===== src/rtl/led_seq_pkg.sv =====
// rtl/led_seq_pkg.sv - shared encodings and helpers for the LED sequencer
package led_seq_pkg;

   typedef enum logic [1:0] {
      MODE_OFF     = 2'd0,
      MODE_ON      = 2'd1,
      MODE_BLINK   = 2'd2,
      MODE_ONESHOT = 2'd3
   } led_mode_t;

   localparam logic PH_ON  = 1'b0;
   localparam logic PH_OFF = 1'b1;

   function automatic int ch_width(input int n);
      return (n > 1) ? $clog2(n) : 1;
   endfunction

endpackage


===== src/rtl/led_tick_gen.sv =====
// rtl/led_tick_gen.sv - shared free-running prescaler, one-cycle tick every CLK_FREQ/TICK_HZ clocks
module led_tick_gen #(
   parameter int CLK_FREQ = 25_000_000,
   parameter int TICK_HZ  = 1000
) (
   input  logic clk,
   input  logic rst,
   input  logic clear,
   output logic tick
);

   localparam int P  = CLK_FREQ / TICK_HZ;
   localparam int PW = (P > 1) ? $clog2(P) : 1;
   localparam logic [PW-1:0] LAST = PW'(P - 1);

   if (P < 2) begin : g_bad_prescale
      $error("led_tick_gen: CLK_FREQ/TICK_HZ must be at least 2");
   end

   logic [PW-1:0] cnt;

   always_ff @(posedge clk or posedge rst) begin
      if (rst)
         cnt <= '0;
      else if (clear || cnt == LAST)
         cnt <= '0;
      else
         cnt <= cnt + PW'(1);
   end

   assign tick = (cnt == LAST);

endmodule


===== src/rtl/led_sequencer.sv =====
// rtl/led_sequencer.sv - multi-channel LED pattern generator (OFF/ON/BLINK/ONESHOT)
module led_sequencer
   import led_seq_pkg::*;
#(
   parameter int  CLK_FREQ = 25_000_000,
   parameter int  TICK_HZ  = 1000,
   parameter int  CHANNELS = 8,
   parameter int  TIME_W   = 16,
   localparam int CH_W     = ch_width(CHANNELS)
) (
   input  logic                clk,
   input  logic                rst,
   input  logic                cfg_valid,
   output logic                cfg_ready,
   input  logic [CH_W-1:0]     cfg_ch,
   input  logic [1:0]          cfg_mode,
   input  logic [TIME_W-1:0]   cfg_on,
   input  logic [TIME_W-1:0]   cfg_off,
   input  logic                sync_restart,
   output logic [CHANNELS-1:0] leds,
   output logic [CHANNELS-1:0] oneshot_done
);

   localparam logic [TIME_W-1:0] ONE = TIME_W'(1);

   if (CHANNELS < 1 || CHANNELS > 32) begin : g_bad_channels
      $error("led_sequencer: CHANNELS must be 1..32");
   end

   logic tick;
   logic accept;

   assign cfg_ready = ~rst;
   assign accept    = cfg_valid & cfg_ready;

   led_tick_gen #(
      .CLK_FREQ (CLK_FREQ),
      .TICK_HZ  (TICK_HZ)
   ) u_tick (
      .clk   (clk),
      .rst   (rst),
      .clear (sync_restart),
      .tick  (tick)
   );

   for (genvar i = 0; i < CHANNELS; i++) begin : g_ch
      led_mode_t         mode, mode_n;
      logic              phase, phase_n;
      logic [TIME_W-1:0] on_t, off_t, on_n, off_n;
      logic [TIME_W-1:0] cnt, cnt_n;
      logic              hit, end_on, end_off;
      logic              led_n, done_n, led_q, done_q;

      // Out-of-range channel numbers match no iteration, so such writes vanish.
      assign hit     = accept && (cfg_ch == CH_W'(i));
      assign end_on  = (on_t == '0) || (cnt == on_t - ONE);
      assign end_off = (off_t == '0) || (cnt == off_t - ONE);
      assign on_n    = hit ? cfg_on : on_t;
      assign off_n   = hit ? cfg_off : off_t;

      always_comb begin
         mode_n  = mode;
         phase_n = phase;
         cnt_n   = cnt;
         done_n  = 1'b0;
         if (hit) begin
            cnt_n   = '0;
            phase_n = PH_ON;
            // A zero-length oneshot completes immediately on acceptance.
            if (led_mode_t'(cfg_mode) == MODE_ONESHOT && cfg_on == '0) begin
               mode_n = MODE_OFF;
               done_n = 1'b1;
            end else begin
               mode_n = led_mode_t'(cfg_mode);
            end
         end else if (mode == MODE_BLINK) begin
            if (sync_restart) begin
               cnt_n   = '0;
               phase_n = PH_ON;
            end else if (tick) begin
               if ((phase == PH_ON) ? end_on : end_off) begin
                  cnt_n   = '0;
                  phase_n = ~phase;
               end else begin
                  cnt_n = cnt + ONE;
               end
            end
         end else if (mode == MODE_ONESHOT && tick) begin
            if (end_on) begin
               mode_n = MODE_OFF;
               cnt_n  = '0;
               done_n = 1'b1;
            end else begin
               cnt_n = cnt + ONE;
            end
         end
      end

      always_comb begin
         led_n = 1'b0;
         case (mode_n)
            MODE_ON:      led_n = 1'b1;
            MODE_BLINK:   led_n = (on_n != '0) && (phase_n == PH_ON || off_n == '0);
            MODE_ONESHOT: led_n = 1'b1;
            default:      led_n = 1'b0;
         endcase
      end

      always_ff @(posedge clk or posedge rst) begin
         if (rst) begin
            mode   <= MODE_OFF;
            phase  <= PH_ON;
            on_t   <= '0;
            off_t  <= '0;
            cnt    <= '0;
            led_q  <= 1'b0;
            done_q <= 1'b0;
         end else begin
            mode   <= mode_n;
            phase  <= phase_n;
            on_t   <= on_n;
            off_t  <= off_n;
            cnt    <= cnt_n;
            led_q  <= led_n;
            done_q <= done_n;
         end
      end

      assign leds[i]         = led_q;
      assign oneshot_done[i] = done_q;
   end

endmodule


===== config.mk =====
export PLATFORM = sky130hd
export DESIGN_NAME = led_sequencer
export DESIGN_NICKNAME = d
export VERILOG_FILES = /design/src/rtl/led_seq_pkg.sv /design/src/rtl/led_tick_gen.sv /design/src/rtl/led_sequencer.sv
export SDC_FILE = /design/constraint.sdc
export NUM_CORES = 1
export LEC_CHECK = 0
export CORE_UTILIZATION = 30
export CTS_CLUSTER_SIZE = 24
export DETAILED_ROUTE_END_ITERATION = 10
export GPL_ROUTABILITY_DRIVEN = 0
export MAX_ROUTING_LAYER = met4
export PLACE_DENSITY = 0.57
export SLEW_MARGIN = 5
export SYNTH_ARGS = -nofsm -noshare
export SYNTH_HDL_FRONTEND = slang
export SYNTH_HIERARCHICAL = 1
export SYNTH_SLANG_ARGS = --single-unit

===== constraint.sdc =====
create_clock -name clk -period 13.45 [get_ports clk]
set_input_delay 1.345 -clock clk [delete_from_list [all_inputs] [get_ports clk]]
set_output_delay 1.345 -clock clk [all_outputs]
set_load 0.02 [all_outputs]

==> results.toml <==
[sta]
min_period_ps = 4826
setup_viol = 0
timing.final.crit_share_pct = 35.88
slew_viol_final = 0
hold_viol = 0
rsz0062_at_grt = "no"
tightestPinTransition_ps = 1113
slew-limit-headroom_pct = 25.60
timing.fmax_mhz = 207.2
whs_ps = 480.4
worst_slack_ps = 8624
timing.setup.tns_ps = 0
skew_ps = 18.61

[cts]
clkLatencyLatePin_ps = 610
tritoncts = "done"
cts_buffers = 50
clock-sinks = 439
root_buffer = "clkbuf_16"
clockBufferDepth = 3
cts-htree-levels = 2
cts.reportedPaths.clkPinSlew_ps = 60
cts_resized = 0
ctsHoldBuffers = 0
post_cts_buffers = 0

[global_routing]
grt.overflow.total = 0
grt_max_degree = 154
grt_pass1_vias = 25220
grt_pass1_wl_mm = 151.9
grt_usage_pct = 19.55
antenna_found_initial = 6

[die]
rows = 115
die_y_um = 317.7
die_w_um = 317.7
die_area_um2 = 100900
start_util_pct = 30.33
num_io_pins = 58
core_region_area_um2 = 98560

[synthesis]
syn_area_um2 = 29900
synth-seq-area-share_pct = 36.75
avgSynthCellArea_um2 = 8.142
yosysWarnings = 6
synth_top_area_share_pct = 36.75
synth_edf_count = 0
syn-instance-count = 3672
synth_ff_type = "dfrtp_1"
netlist_top_cells_area = "dfrtp_1 (37%), nand2_1 (9.8%), xnor2_1 (7.3%)"
syn-num-nets = 3754
yosysTopAreaCell = "dfrtp_1"
ys_types = 105
synth-seq-cells = 439
ys_async_sr_fraction_pct = 100.0

[route]
wire_per_inst_um = 19.92
drc_errors = 0
via_per_inst = 5.417
drt_first_pass_iters = 6
drtIter0Drc = 2578
ant_nets = 0
vias = 26420
wl_mm = 97.19

[worst_setup_path]
max_stage_delay_ps = 820
crit_required_ps = 12100
crit_path_frequent_cell = "clkdlybuf4s50_1"
worst_ep_arrival_time_ps = 3480
worst_setup_path_end_kind = "primary output"
crit_path_max_fanout = 87
crit_type = "input port to primary output"
slowest_stage = "clkdlybuf4s50_1"
path_cells = "clkdlybuf4s50_1 -> inv_8 -> clkdlybuf4s50_1"
cp-start-kind = "input port"

[layout]
area_growth_pct = 11.10
multi_input_area_um2 = 17410
drive_above_1_share_pct = 7.499
fillCellCount = 10140
ff_latch_area_um2 = 10990
nNetsFinal = 3629

[outcome]
status = "complete, no violations"

[power]
ir_drop_uv = 97.07
leakage_nw = 13.96
fin_total_pwr_mw = 4.972
powerDensity_nw_per_um2 = 149.7

[flow_run]
max_cap_viol_count = 0

[place]
port_buffers = 57
hpwl_mm = 66.94
pre_cts_ws_ps = 8529

[hold_path]
worstHoldPathType = "register to register"
## power by group
group,total (mW),internal [mW],switching (mW)
clock,1.59,0.993,0.602
combinational,1.41,0.628,0.778
sequential,1.97,1.54,0.435
## flip-flops by register name (all words and copies together), names as in the netlist
register and cells:
g_ch.on_t 128, g_ch.done_q 8, g_ch.cnt 128, g_ch.off_t 128, g_ch.phase 8, g_ch.mode 16, u_tick/cnt 15, g_ch.led_q 8
## worst max-delay path, delay by kind of cell
kind                   cells  cell delay (ps)
buffers and inverters      3             2080
## synthesized netlist by cell type, types with 18 or more instances
cell type  instances
xnor2_1          248
xor2_1           145
a21oi_1           64
nor4_1           125
nand2_1          784
nor3_1           115
nand2b_1          22
or3_1             40
mux2_2            42
nand4_1           69
dfrtp_1          439
or4_1             53
o21ai_0          146
nand3_1          138
and3_1            52
a31oi_1           31
nor3b_1           27
a21o_1            20
nor2b_1           37
a211oi_1          18
o31ai_1           18
clkbuf_1         226
nor2_1           251
mux2i_1           24
ha_1              41
buf_4             19
nand3b_1          23
or2_2             19
inv_1             79
## cell usage in the layout (no fill, tap or decap), drive strengths merged, types with 17 or more instances in the layout
master | synthesis | final
nor2b | 37 | 37
mux2 | 43 | 43
or4 | 55 | 55
a21o | 20 | 20
dfrtp | 439 | 439
clkbuf | 227 | 69
or3 | 41 | 41
nor3b | 30 | 30
nand3b | 23 | 23
a21oi | 65 | 65
ha | 41 | 41
nor2 | 253 | 253
clkdlybuf4s50 | 0 | 57
and2 | 17 | 17
mux2i | 24 | 24
nand3 | 138 | 138
buf | 60 | 53
o21ai | 152 | 152
a31oi | 32 | 32
nand4 | 69 | 69
nor4 | 136 | 136
nand2 | 784 | 784
nand2b | 22 | 22
o31ai | 18 | 18
nor4b | 18 | 18
inv | 79 | 82
xnor2 | 248 | 248
nor3 | 120 | 120
a211oi | 18 | 18
or2 | 21 | 21
and3 | 52 | 52
xor2 | 145 | 145
## layout make-up
| type | instances | share of cell area, % |
|---|---|---|
| Antenna cell | 4 | 0.03014 |
| Clock buffer | 69 | 4.535 |
| Clock inverter | 23 | 1.220 |
| Multi-Input combinational cell | 2866 | 52.41 |
| Inverter | 80 | 0.9267 |
| Sequential cell | 439 | 33.07 |
| Timing Repair Buffer | 110 | 2.953 |
| Tap cell | 1287 | 4.848 |
## per-stage QoR
| step | cell area, um^2 | instances | utilization [%] |
|---|---|---|---|
| 3_3_place_gp | 31290 | 4782 | 31.75 |
| 2_1_floorplan | 29900 | 3672 | - |
| 3_5_place_dp | 31290 | 4782 | 31.75 |
| 6_report | 33220 | 4878 | 33.70 |
| 5_1_grt | 33210 | 4875 | 33.69 |
| 4_1_cts | 33210 | 4874 | 33.69 |
## worst paths after layout
kind                                            startpoint  slack (ps)  depth (start not counted)                          to
worst max register to register  g_ch[3].off_t[0]$_DFF_PP0_        9220                         11  g_ch[3].cnt[8]$_DFFE_PP0P_
min in group asynchronous                              rst        1520                          2  g_ch[3].cnt[2]$_DFFE_PP0P_
worst min-delay path               u_tick/cnt[0]$_DFF_PP0_         480                          1     u_tick/cnt[0]$_DFF_PP0_
worst min register to register     u_tick/cnt[0]$_DFF_PP0_         480                          1     u_tick/cnt[0]$_DFF_PP0_
max in group asynchronous                              rst        9810                          4  g_ch[2].off_t[1]$_DFF_PP0_
worst max-delay path                                   rst        8620                          3                   cfg_ready
## per-layer routing
metal | up-vias | global-route usage [%] | part of all wire (%)
met5 | - | - | 0
li1 | 12560 | - | -
met4 | 0 | 5.189 | 2.7
met1 | 12880 | 27.50 | 47
met3 | 158 | 3.140 | 7.0
met2 | 827 | 28.95 | 43
## kinds of logic (layout without fill, tap and decap cells)
kind of cell / after synthesis / count (layout) / synth area share [%]
AO/OA/AOI/OAI: 485 / 485 / 11.02
flip-flops: 439 / 439 / 36.75
adder cells (fa/ha/maj): 42 / 42 / 1.749
AND/OR/NAND/NOR: 1878 / 1878 / 31.34
other: 0 / 4 / 0
XOR/XNOR: 394 / 394 / 11.59
buffers and inverters: 367 / 282 / 5.135
multiplexers: 67 / 67 / 2.423
Note: power is estimated with default switching activity, not from simulation.
